===== src/rtl/ddr_cmd_encoder.sv =====
`default_nettype none
// ============================================================================
// Module      : ddr_cmd_encoder
// Description : Turns a registered 4-slot decoded DDR command bundle into
//               DDR4 pin-level command/address for a 4-phase PHY. Tracks the
//               CKE / self-refresh state across the four slots, counts reads
//               in flight and raises sticky error flags.
//
// Ports
//   clk, rst               clock, synchronous active-high reset
//   ddr_<cmd>[3:0]         per-slot command flags (slot 0 earliest)
//   ddr_bg/bank/row/col    per-slot bank group, bank, row, column
//   rd_done[2:0]           read bursts returned this cycle (0..4)
//   phy_cs_n[7:0]          chip select, bit [2*s+r] = slot s, rank r
//   phy_act_n[3:0]         per-slot ACT_n
//   phy_addr[4*17-1:0]     per-slot A[16:0] (A16..A14 = RAS_n/CAS_n/WE_n)
//   phy_bg / phy_ba        per-slot bank group / bank
//   phy_cke[3:0]           per-slot CKE
//   rd_outstanding         reads issued but not yet returned
//   in_self_refresh        CKE state after slot 3 of the last cycle
//   err_multi_cmd          sticky: more than one command flag in a slot
//   err_sr_violation       sticky: command issued while in self-refresh
//   err_rd_count           sticky: read counter overflow / underflow
//
// Revision    : 1.0 - initial release
// ============================================================================
module ddr_cmd_encoder #(
    parameter int ROW_W    = 17,
    parameter int COL_W    = 10,
    parameter int BG_W     = 2,
    parameter int BANK_W   = 2,
    parameter int RD_CNT_W = 8
) (
    input  logic                  clk,
    input  logic                  rst,
    input  logic [3:0]            ddr_write,
    input  logic [3:0]            ddr_read,
    input  logic [3:0]            ddr_pre,
    input  logic [3:0]            ddr_act,
    input  logic [3:0]            ddr_ref,
    input  logic [3:0]            ddr_zq,
    input  logic [3:0]            ddr_nop,
    input  logic [3:0]            ddr_sre,
    input  logic [3:0]            ddr_srx,
    input  logic [3:0]            ddr_ap,
    input  logic [3:0]            ddr_pall,
    input  logic [3:0]            ddr_rank,
    input  logic [4*BG_W-1:0]     ddr_bg,
    input  logic [4*BANK_W-1:0]   ddr_bank,
    input  logic [4*ROW_W-1:0]    ddr_row,
    input  logic [4*COL_W-1:0]    ddr_col,
    input  logic [2:0]            rd_done,
    output logic [7:0]            phy_cs_n,
    output logic [3:0]            phy_act_n,
    output logic [4*17-1:0]       phy_addr,
    output logic [4*BG_W-1:0]     phy_bg,
    output logic [4*BANK_W-1:0]   phy_ba,
    output logic [3:0]            phy_cke,
    output logic [RD_CNT_W-1:0]   rd_outstanding,
    output logic                  in_self_refresh,
    output logic                  err_multi_cmd,
    output logic                  err_sr_violation,
    output logic                  err_rd_count
);

    localparam int c_SLOTS     = 4;
    localparam int c_ADDR_W    = 17;
    localparam int c_CNT_EXT_W = RD_CNT_W + 2;
    localparam logic [RD_CNT_W-1:0] c_RD_MAX = '1;

    // Selected command per slot, after priority resolution
    localparam logic [3:0] c_CMD_NONE = 4'd0;
    localparam logic [3:0] c_CMD_ACT  = 4'd1;
    localparam logic [3:0] c_CMD_RD   = 4'd2;
    localparam logic [3:0] c_CMD_WR   = 4'd3;
    localparam logic [3:0] c_CMD_PRE  = 4'd4;
    localparam logic [3:0] c_CMD_REF  = 4'd5;
    localparam logic [3:0] c_CMD_ZQ   = 4'd6;
    localparam logic [3:0] c_CMD_SRE  = 4'd7;
    localparam logic [3:0] c_CMD_SRX  = 4'd8;

    typedef enum logic [0:0] {
        ST_ACTIVE   = 1'b0,
        ST_SELF_REF = 1'b1
    } cke_state_e;

    cke_state_e r_state;
    cke_state_e w_state_next;

    logic [7:0]               r_cs_n, w_cs_n;
    logic [3:0]               r_act_n, w_act_n;
    logic [4*c_ADDR_W-1:0]    r_addr, w_addr;
    logic [4*BG_W-1:0]        r_bg, w_bg;
    logic [4*BANK_W-1:0]      r_ba, w_ba;
    logic [3:0]               r_cke, w_cke;
    logic [RD_CNT_W-1:0]      r_rd_cnt, w_rd_next;
    logic                     r_err_multi, r_err_sr, r_err_rd;
    logic                     w_multi, w_sr_viol, w_rd_err;
    logic [2:0]               w_rd_slots;

    logic [7:0]               w_flags;
    logic [3:0]               w_cmd;
    logic [11:0]              w_col;
    logic [c_ADDR_W-1:0]      w_row;
    logic [c_ADDR_W-1:0]      w_a;
    logic [c_CNT_EXT_W-1:0]   w_sum;
    logic [c_CNT_EXT_W-1:0]   w_diff;

    // ------------------------------------------------------------------------
    // Slot walk: priority-resolve each slot, advance the CKE state through
    // slots 0..3 in order, then encode pins. The state seen by slot s is the
    // state left behind by slot s-1 within the same cycle.
    // ------------------------------------------------------------------------
    always_comb begin
        w_state_next = r_state;
        w_cs_n       = '1;
        w_act_n      = '1;
        w_addr       = '0;
        w_bg         = '0;
        w_ba         = '0;
        w_cke        = '1;
        w_multi      = 1'b0;
        w_sr_viol    = 1'b0;
        w_rd_slots   = '0;
        w_flags      = '0;
        w_cmd        = c_CMD_NONE;
        w_col        = '0;
        w_row        = '0;
        w_a          = '0;

        for (int s = 0; s < c_SLOTS; s++) begin
            // Bit order matches command priority: bit 0 wins
            w_flags = {ddr_srx[s], ddr_sre[s], ddr_zq[s], ddr_ref[s],
                       ddr_pre[s], ddr_write[s], ddr_read[s], ddr_act[s]};

            w_col = '0;
            for (int b = 0; b < COL_W && b < 12; b++)
                w_col[b] = ddr_col[s*COL_W + b];
            w_row = '0;
            for (int b = 0; b < ROW_W && b < c_ADDR_W; b++)
                w_row[b] = ddr_row[s*ROW_W + b];

            if ($countones(w_flags) > 1)
                w_multi = 1'b1;

            if (ddr_nop[s] || (w_flags == 8'd0)) w_cmd = c_CMD_NONE;
            else if (w_flags[0])                 w_cmd = c_CMD_ACT;
            else if (w_flags[1])                 w_cmd = c_CMD_RD;
            else if (w_flags[2])                 w_cmd = c_CMD_WR;
            else if (w_flags[3])                 w_cmd = c_CMD_PRE;
            else if (w_flags[4])                 w_cmd = c_CMD_REF;
            else if (w_flags[5])                 w_cmd = c_CMD_ZQ;
            else if (w_flags[6])                 w_cmd = c_CMD_SRE;
            else                                 w_cmd = c_CMD_SRX;

            case (w_state_next)
                ST_ACTIVE: begin
                    if (w_cmd == c_CMD_SRE)
                        w_state_next = ST_SELF_REF;
                    else if (w_cmd == c_CMD_SRX)
                        w_cmd = c_CMD_NONE;   // redundant exit, harmless
                end
                ST_SELF_REF: begin
                    if (w_cmd == c_CMD_SRX) begin
                        w_state_next = ST_ACTIVE;
                        w_cmd        = c_CMD_NONE; // SRX is a deselect with CKE high
                    end else if (w_cmd == c_CMD_SRE) begin
                        w_cmd = c_CMD_NONE;        // redundant entry, harmless
                    end else if (w_cmd != c_CMD_NONE) begin
                        w_sr_viol = 1'b1;          // DRAM is asleep; drop it
                        w_cmd     = c_CMD_NONE;
                    end
                end
                default: w_state_next = ST_ACTIVE;
            endcase

            w_cke[s] = (w_state_next == ST_ACTIVE);

            w_a = '0;
            case (w_cmd)
                c_CMD_ACT: w_a = w_row;
                // RAS_n CAS_n WE_n A13 BC_n A11 AP A9..A0
                c_CMD_RD:  w_a = {1'b1, 1'b0, 1'b1, w_col[11], 1'b1, w_col[10],
                                  ddr_ap[s], w_col[9:0]};
                c_CMD_WR:  w_a = {1'b1, 1'b0, 1'b0, w_col[11], 1'b1, w_col[10],
                                  ddr_ap[s], w_col[9:0]};
                c_CMD_PRE: w_a = {3'b010, 3'b000, ddr_pall[s], 10'd0};
                c_CMD_REF,
                c_CMD_SRE: w_a = {3'b001, 14'd0};
                c_CMD_ZQ:  w_a = {3'b110, 3'b000, 1'b1, 10'd0};
                default:   w_a = '0;
            endcase

            if (w_cmd != c_CMD_NONE) begin
                w_cs_n[2*s + (ddr_rank[s] ? 1 : 0)] = 1'b0;
                w_act_n[s]                        = (w_cmd != c_CMD_ACT);
                w_addr[s*c_ADDR_W +: c_ADDR_W]    = w_a;
                w_bg[s*BG_W +: BG_W]              = ddr_bg[s*BG_W +: BG_W];
                w_ba[s*BANK_W +: BANK_W]          = ddr_bank[s*BANK_W +: BANK_W];
            end

            if (w_cmd == c_CMD_RD)
                w_rd_slots = w_rd_slots + 3'd1;
        end
    end

    // ------------------------------------------------------------------------
    // Outstanding-read counter with saturation at both ends. The sum is
    // widened so that neither the add nor the compare can wrap.
    // ------------------------------------------------------------------------
    always_comb begin
        w_rd_next = r_rd_cnt;
        w_rd_err  = 1'b0;
        w_diff    = '0;
        w_sum     = c_CNT_EXT_W'(r_rd_cnt) + c_CNT_EXT_W'(w_rd_slots);
        if (w_sum < c_CNT_EXT_W'(rd_done)) begin
            w_rd_next = '0;
            w_rd_err  = 1'b1;
        end else begin
            w_diff = w_sum - c_CNT_EXT_W'(rd_done);
            if (w_diff > c_CNT_EXT_W'(c_RD_MAX)) begin
                w_rd_next = c_RD_MAX;
                w_rd_err  = 1'b1;
            end else begin
                w_rd_next = w_diff[RD_CNT_W-1:0];
            end
        end
    end

    always_ff @(posedge clk) begin
        if (rst) begin
            r_state <= ST_ACTIVE;
        end else begin
            r_state <= w_state_next;
        end
    end

    always_ff @(posedge clk) begin
        if (rst) begin
            r_cs_n      <= '1;
            r_act_n     <= '1;
            r_addr      <= '0;
            r_bg        <= '0;
            r_ba        <= '0;
            r_cke       <= '1;
            r_rd_cnt    <= '0;
            r_err_multi <= 1'b0;
            r_err_sr    <= 1'b0;
            r_err_rd    <= 1'b0;
        end else begin
            r_cs_n      <= w_cs_n;
            r_act_n     <= w_act_n;
            r_addr      <= w_addr;
            r_bg        <= w_bg;
            r_ba        <= w_ba;
            r_cke       <= w_cke;
            r_rd_cnt    <= w_rd_next;
            r_err_multi <= r_err_multi | w_multi;
            r_err_sr    <= r_err_sr    | w_sr_viol;
            r_err_rd    <= r_err_rd    | w_rd_err;
        end
    end

    assign phy_cs_n         = r_cs_n;
    assign phy_act_n        = r_act_n;
    assign phy_addr         = r_addr;
    assign phy_bg           = r_bg;
    assign phy_ba           = r_ba;
    assign phy_cke          = r_cke;
    assign rd_outstanding   = r_rd_cnt;
    assign in_self_refresh  = (r_state == ST_SELF_REF);
    assign err_multi_cmd    = r_err_multi;
    assign err_sr_violation = r_err_sr;
    assign err_rd_count     = r_err_rd;

endmodule
`default_nettype wire


===== config.mk =====
export PLATFORM = sky130hd
export DESIGN_NAME = ddr_cmd_encoder
export DESIGN_NICKNAME = d
export VERILOG_FILES = /design/src/rtl/ddr_cmd_encoder.sv
export SDC_FILE = /design/constraint.sdc
export NUM_CORES = 1
export LEC_CHECK = 0
export CAP_MARGIN = 20
export CORE_MARGIN = 10
export CORE_UTILIZATION = 43
export CTS_CLUSTER_SIZE = 16
export DETAILED_ROUTE_END_ITERATION = 6
export HOLD_SLACK_MARGIN = 0.08
export PLACE_DENSITY = 0.88
export REMOVE_ABC_BUFFERS = 1
export SYNTH_ARGS = -nofsm -noshare
export SYNTH_HDL_FRONTEND = slang
export SYNTH_SLANG_ARGS = --single-unit

===== constraint.sdc =====
create_clock -name clk -period 9.25 [get_ports clk]
set_clock_uncertainty 0.1 [all_clocks]
set_input_delay 1.3875 -clock clk [delete_from_list [all_inputs] [get_ports clk]]
set_output_delay 1.3875 -clock clk [all_outputs]
set_load 0.02 [all_outputs]

Word-level counts from Yosys, hierarchy flattened --
Index checks and enable logic that the tools add are counted. Widths: inputs -> output; s select.
Storage, ports and cells: register bits after elaboration 112, logic and storage cells 276
Cells by class: add/sub/neg operators 36, order comparisons 14, equality and inequality tests 40, muxes and demuxes 115, bitwise logic cells 19, reductions and logical operators 29
Operator list (count):
- $pmux 17 s6 | 4
- $mux 4 | 52
- $eq 4x3->1 const B | 20
- $mux 8 | 5
- $mux 1 | 39
- $add 1x1->2 | 16
- $eq 4x2->1 const B | 8
- $logic_not 8->1 | 4
- $not 8->8 | 4
- $pmux 4 s2 | 4
- $reduce_bool 4->1 | 8
- $add 2x2->3 | 8
- $and 8x8->8 | 3
- $reduce_or 2->1 | 9
- $add 3x3->4 | 4
- $eq 4x1->1 const B | 4
- $eq 4x4->1 const B | 4
- $gt 4x1->1 const B | 4
- $ne 4x1->1 const B | 4
- $demux 1 s3 | 4
- $gt 10x8->1 const B | 1
- $sub 9x3->10 | 1
- $add 3x1->3 const B | 3
- $add 8x3->9 | 1
- other kinds (15) | 39

Depth between registers and ports, before layout --
word-level depth 27, depth in mapped cells 23, depth with buffers taken out 23

Least setup slack after synthesis --
Ideal clock, no wire load.
path kind in2reg, start input port ddr_sre[0], end register r_err_rd, in the netlist err_rd_count, library setup time 0.132 ns, arrival time 6.050 ns, required time 9.018 ns, setup slack 2.968 ns, stages on the path 16, path through or4_1 a21oi_1 nor2_1 nor4_1 nor2b_1 ha_1 xor2_1 ha_1 mux2_2 fa_1 a21oi_1 mux2i_1 a31oi_1 or4_4 o31ai_4 a31oi_1
On the way: cells in the longest elaborated chain, start to end 27
RTL lines:
- from (decl) | RTL line 43 | input logic [3:0] ddr_sre,
- $mux 4 | RTL line 153 | else if (w_flags[6]) w_cmd = c_CMD_SRE;
- $mux 4 | RTL line 152 | else if (w_flags[5]) w_cmd = c_CMD_ZQ;
- $mux 4 | RTL line 151 | else if (w_flags[4]) w_cmd = c_CMD_REF;
- $mux 4 | RTL line 150 | else if (w_flags[3]) w_cmd = c_CMD_PRE;
- $mux 4 | RTL line 149 | else if (w_flags[2]) w_cmd = c_CMD_WR;
- $mux 4 | RTL line 148 | else if (w_flags[1]) w_cmd = c_CMD_RD;
- $mux 4 | RTL line 147 | else if (w_flags[0]) w_cmd = c_CMD_ACT;
- $mux 4 * | RTL line 146 | if (ddr_nop[s] || (w_flags == 8'd0)) w_cmd = c_CMD_NONE;
- (+11 left out)
- $add 3x1->3 | RTL line 203 | w_rd_slots = w_rd_slots + 3'd1;
- $mux 3 * | RTL line 202 | if (w_cmd == c_CMD_RD)
- $add 8x3->9 * | RTL line 215 | w_sum = c_CNT_EXT_W'(r_rd_cnt) + c_CNT_EXT_W'(w_rd_slots);
- $sub 9x3->10 | RTL line 220 | w_diff = w_sum - c_CNT_EXT_W'(rd_done);
- $gt 10x8->1 | RTL line 221 | if (w_diff > c_CNT_EXT_W'(c_RD_MAX)) begin
- $mux 1 | RTL line 221
- $mux 1 * | RTL line 216 | if (w_sum < c_CNT_EXT_W'(rd_done)) begin
- $or 1x1->1 * | RTL line 260 | r_err_rd <= r_err_rd | w_rd_err;
- to (signal assigned) | RTL line 260
- to (decl) | RTL line 97 | logic r_err_multi, r_err_sr, r_err_rd;
Every way passes the cells marked *; elsewhere a longest branch is shown, timed or not. A chain may end at the register's enable or synchronous reset.

Final worst setup path --
Same ends and word-level chain as after synthesis.

==> flow_metrics.py <==
metrics = {
    "drt": {
        "drcViolationCount": 0,
        "post_drt_wl_per_cell_um": 18.7,
        "vias": 5460,
        "firstDrtPassIters": 4,
        "ant_nets": 0,
        "via_per_inst": 5.08,
        "drtIter0Drc": 262,
        "routed_wl_um": 20100,
    },
    "timing": {
        "fmax_ghz": 0.141,
        "period_needed_ns": 7.07,
        "maxSlewViolCount": 0,
        "max_slew_margin": 0.327,
        "setup_viol": 0,
        "fin_ws_ns": 2.18,
        "hold_slack_ns": 0.380,
        "hold_viol": 0,
        "worstMarginPinSlew_ns": 1.00,
        "rsz0062_at_grt": "false",
        "setup-tns-final_ns": 0,
        "period_share": 0.765,
    },
    "run": {
        "max_cap_violations": 0,
    },
    "clocking": {
        "cts_tree": "yes",
        "cts.repair.resized": 0,
        "cts_htree_levels": 3,
        "path_clk_slew_ns": 0.07,
        "cts.sinks": 112,
        "cts-root-buf": "clkbuf_16",
        "clk_path_buf_depth": 2,
        "hold_buffers": 0,
        "worstSkewPairLatency_ns": 0.35,
        "cts_setup_buffers": 0,
        "numCtsBuffers": 9,
    },
    "cells_and_area": {
        "nNetsFinal": 1115,
        "regArea_mm2": 0.00224,
        "nFillCells": 954,
        "multi_input_area_mm2": 0.00296,
        "diodes": 0,
        "final_util": 0.704,
        "drive_above_1_share": 0.0510,
        "area_delta_synth_final_pct": 59.9,
    },
    "logic_synthesis": {
        "synthTopCellsByArea": "dfxtp_1 40%, fa_1 6.5%, ha_1 5.2%",
        "ys_types": 70,
        "async_reset_ff_frac": 0,
        "ys_ff_latch": 112,
        "syn-cell-area_mm2": 0.00555,
        "avgSynthCellArea_um2": 9.09,
        "synth_top_cell_area_share": 0.404,
        "synth_edf_count": 0,
        "synth_flop_cell": "dfxtp_1",
        "synth_top_cell_by_area": "dfxtp_1",
        "synthCells": 611,
        "ys_seq_area_frac": 0.404,
        "synth_warnings": 0,
    },
    "power_and_ir_drop": {
        "p_leak_nw": 3.57,
        "p_sw_mw": 0.478,
        "clkPwrFrac": 0.267,
        "p_sw_frac": 0.329,
        "p_int_mw": 0.975,
        "power_mw": 1.45,
        "seq_power_share": 0.377,
        "powerDensity_mw_per_mm2": 164,
        "peakVddDrop_mv": 0.157,
        "pwr-share-comb": 0.356,
    },
    "worst_setup_path": {
        "critPathMaxFanout": 12,
        "r2r_slack_ns": 3.71,
        "cp-endpoint": "err_rd_count",
        "reg2reg_depth": 16,
        "crit_arrival_ns": 7.20,
        "critical_path_class": "input pin to flip-flop",
        "cp-startpoint": "ddr_sre[0]",
        "cp_data_required_time_ns": 9.38,
        "r2r_start": "in_self_refresh",
        "end_kind": "flip-flop",
        "r2r_end": "err_rd_count",
        "start_kind": "input pin",
    },
    "floorplan": {
        "rows": 41,
        "initial_core_util": 0.440,
        "fp.dieArea_mm2": 0.0179,
        "die_y_um": 134,
        "ios": 289,
        "core_area_mm2": 0.0126,
        "die_w_um": 134,
    },
    "place": {
        "gp_congestion": 0.886,
        "portBuffers": 288,
        "post-place-ws_ns": 1.87,
        "hpwlAfterDp_um": 16800,
    },
    "global_route": {
        "grt_pass1_vias": 5695,
        "grt_max_degree": 21,
        "grt_use_total": 0.217,
        "antenna_found_initial": 0,
        "grt_first_pass_wirelength_um": 30800,
        "grt-ovfl-total": 0,
    },
    "min_path": {
        "hp-class": "flip-flop to flip-flop",
    },
    "run_status": {
        "outcome": "finished clean",
    },
}
[how the worst min path moves through the flow]
stage                  from           end  cells after the start
2_1_floorplan  err_rd_count  err_rd_count                      2
3_3_place_gp   err_rd_count  err_rd_count                      2
3_5_place_dp   err_rd_count  err_rd_count                      2
4_1_cts        err_rd_count  err_rd_count                      2
5_1_grt        err_rd_count  err_rd_count                      2
6_report       err_rd_count  err_rd_count                      2
[synth_stat cells, types with 4 or more instances]
master and number:
nand2_1 34, nor2_1 73, ha_1 23, xor2_1 6
a31oi_1 11, or4_1 4, o211ai_1 4, a211oi_1 4
clkbuf_1 12, nor2b_1 8, nor3_1 10, a21o_1 4
and3_1 12, nor4_1 7, nand3_1 13, and2_1 24
fa_1 18, inv_1 58, a21oi_1 35, xnor2_1 6
a22oi_1 34, o21ai_0 11, dfxtp_1 112, a22o_1 10
nand2b_1 12
[metrics by stage]
| stage | area [µm²] | cells |
|---|---|---|
| final | 8880 | 1074 |
| after global routing | 8880 | 1074 |
| after CTS | 8880 | 1074 |
| after detailed placement | 8580 | 1058 |
| after global placement | 8580 | 1058 |
| after floorplan | 5430 | 590 |
[per-layer routing]
metal	track usage	up-vias	part of all wire
li1	-	2691	-
met1	0.243	2520	0.40
met2	0.380	222	0.50
met3	0.0692	27	0.080
met4	0.0683	0	0.020
met5	0	-	0
[layout by cell type, fill, tap and decap left out, types with 3 or more instances in the layout]
| cell | netlist | layout |
|---|---|---|
| o31ai_1 | 3 | 3 |
| xnor2_1 | 6 | 6 |
| nor2b_1 | 8 | 8 |
| nand2b_1 | 12 | 12 |
| nand4_1 | 3 | 3 |
| and2_1 | 24 | 24 |
| nand2_1 | 34 | 34 |
| o211ai_1 | 4 | 4 |
| o21ai_1 | 3 | 3 |
| nor3_1 | 10 | 10 |
| inv_1 | 58 | 58 |
| buf_4 | 1 | 8 |
| fa_1 | 18 | 18 |
| a22o_1 | 10 | 10 |
| xor2_1 | 6 | 6 |
| a211oi_1 | 4 | 4 |
| ha_1 | 23 | 23 |
| nor2_1 | 73 | 73 |
| nor4_1 | 7 | 7 |
| nand3_1 | 13 | 13 |
| o21ai_0 | 11 | 11 |
| a31oi_1 | 11 | 11 |
| a21oi_1 | 35 | 35 |
| a21o_1 | 4 | 4 |
| and3_1 | 12 | 12 |
| a22oi_1 | 34 | 34 |
| mux2i_1 | 3 | 3 |
| or4_1 | 4 | 4 |
| dfxtp_1 | 112 | 112 |
| clkdlybuf4s50_1 | 0 | 288 |
| clkbuf_16 | 0 | 9 |
[cell families (layout without fill, tap and decap cells)]
family / count (synthesis) / count (layout) / synth area share
muxes: 4 / 4 / 0.00743
adders and majority gates: 41 / 41 / 0.117
buffers and inverters: 81 / 372 / 0.0638
xor gates and xnor gates: 12 / 12 / 0.0189
DFF: 112 / 112 / 0.404
AOI/OAI and AO/OA: 144 / 144 / 0.185
and+or+nand+nor: 217 / 217 / 0.204
[sequential cells by signal (all words and copies together) (netlist names)]
name	flops
phy_act_n	4
phy_cke	4
phy_cs_n	8
phy_ba	8
err_multi_cmd	1
in_self_refresh	1
rd_outstanding	8
err_sr_violation	1
phy_bg	8
phy_addr	68
err_rd_count	1
[worst max-delay path, stage by stage]
cell and delay (ns):
clkdlybuf4s50_1 0.45, or4_1 0.60, a21oi_1 0.26, nor2_1 0.21, nor4_1 0.27, buf_4 0.23
nor2b_1 0.28, ha_1 0.30, xor2_1 0.26, ha_1 0.28, mux2_2 0.29, fa_1 0.43
a21oi_1 0.44, mux2i_1 0.24, a31oi_1 0.12, or4_4 0.59, o31ai_4 0.43, a31oi_1 0.13
[layout make-up]
| class | count | area share |
|---|---|---|
| multi-input combinational | 418 | 0.333 |
| clock inverter | 6 | 0.00648 |
| inverter | 60 | 0.0254 |
| sequential | 112 | 0.253 |
| timing repair buffer | 296 | 0.331 |
| tap | 172 | 0.0242 |
| clock buffer | 10 | 0.0269 |
[power by group through the flow]
stage	Combinational, mW	Sequential, mW	Clock, mW
2_1_floorplan	0.257	0.593	0
4_1_cts	0.519	0.548	0.397
3_3_place_gp	0.506	0.558	0
6_report	0.516	0.548	0.388
5_1_grt	0.571	0.553	0.413
3_5_place_dp	0.515	0.559	0
Note: power is estimated with default switching activity, not from simulation.
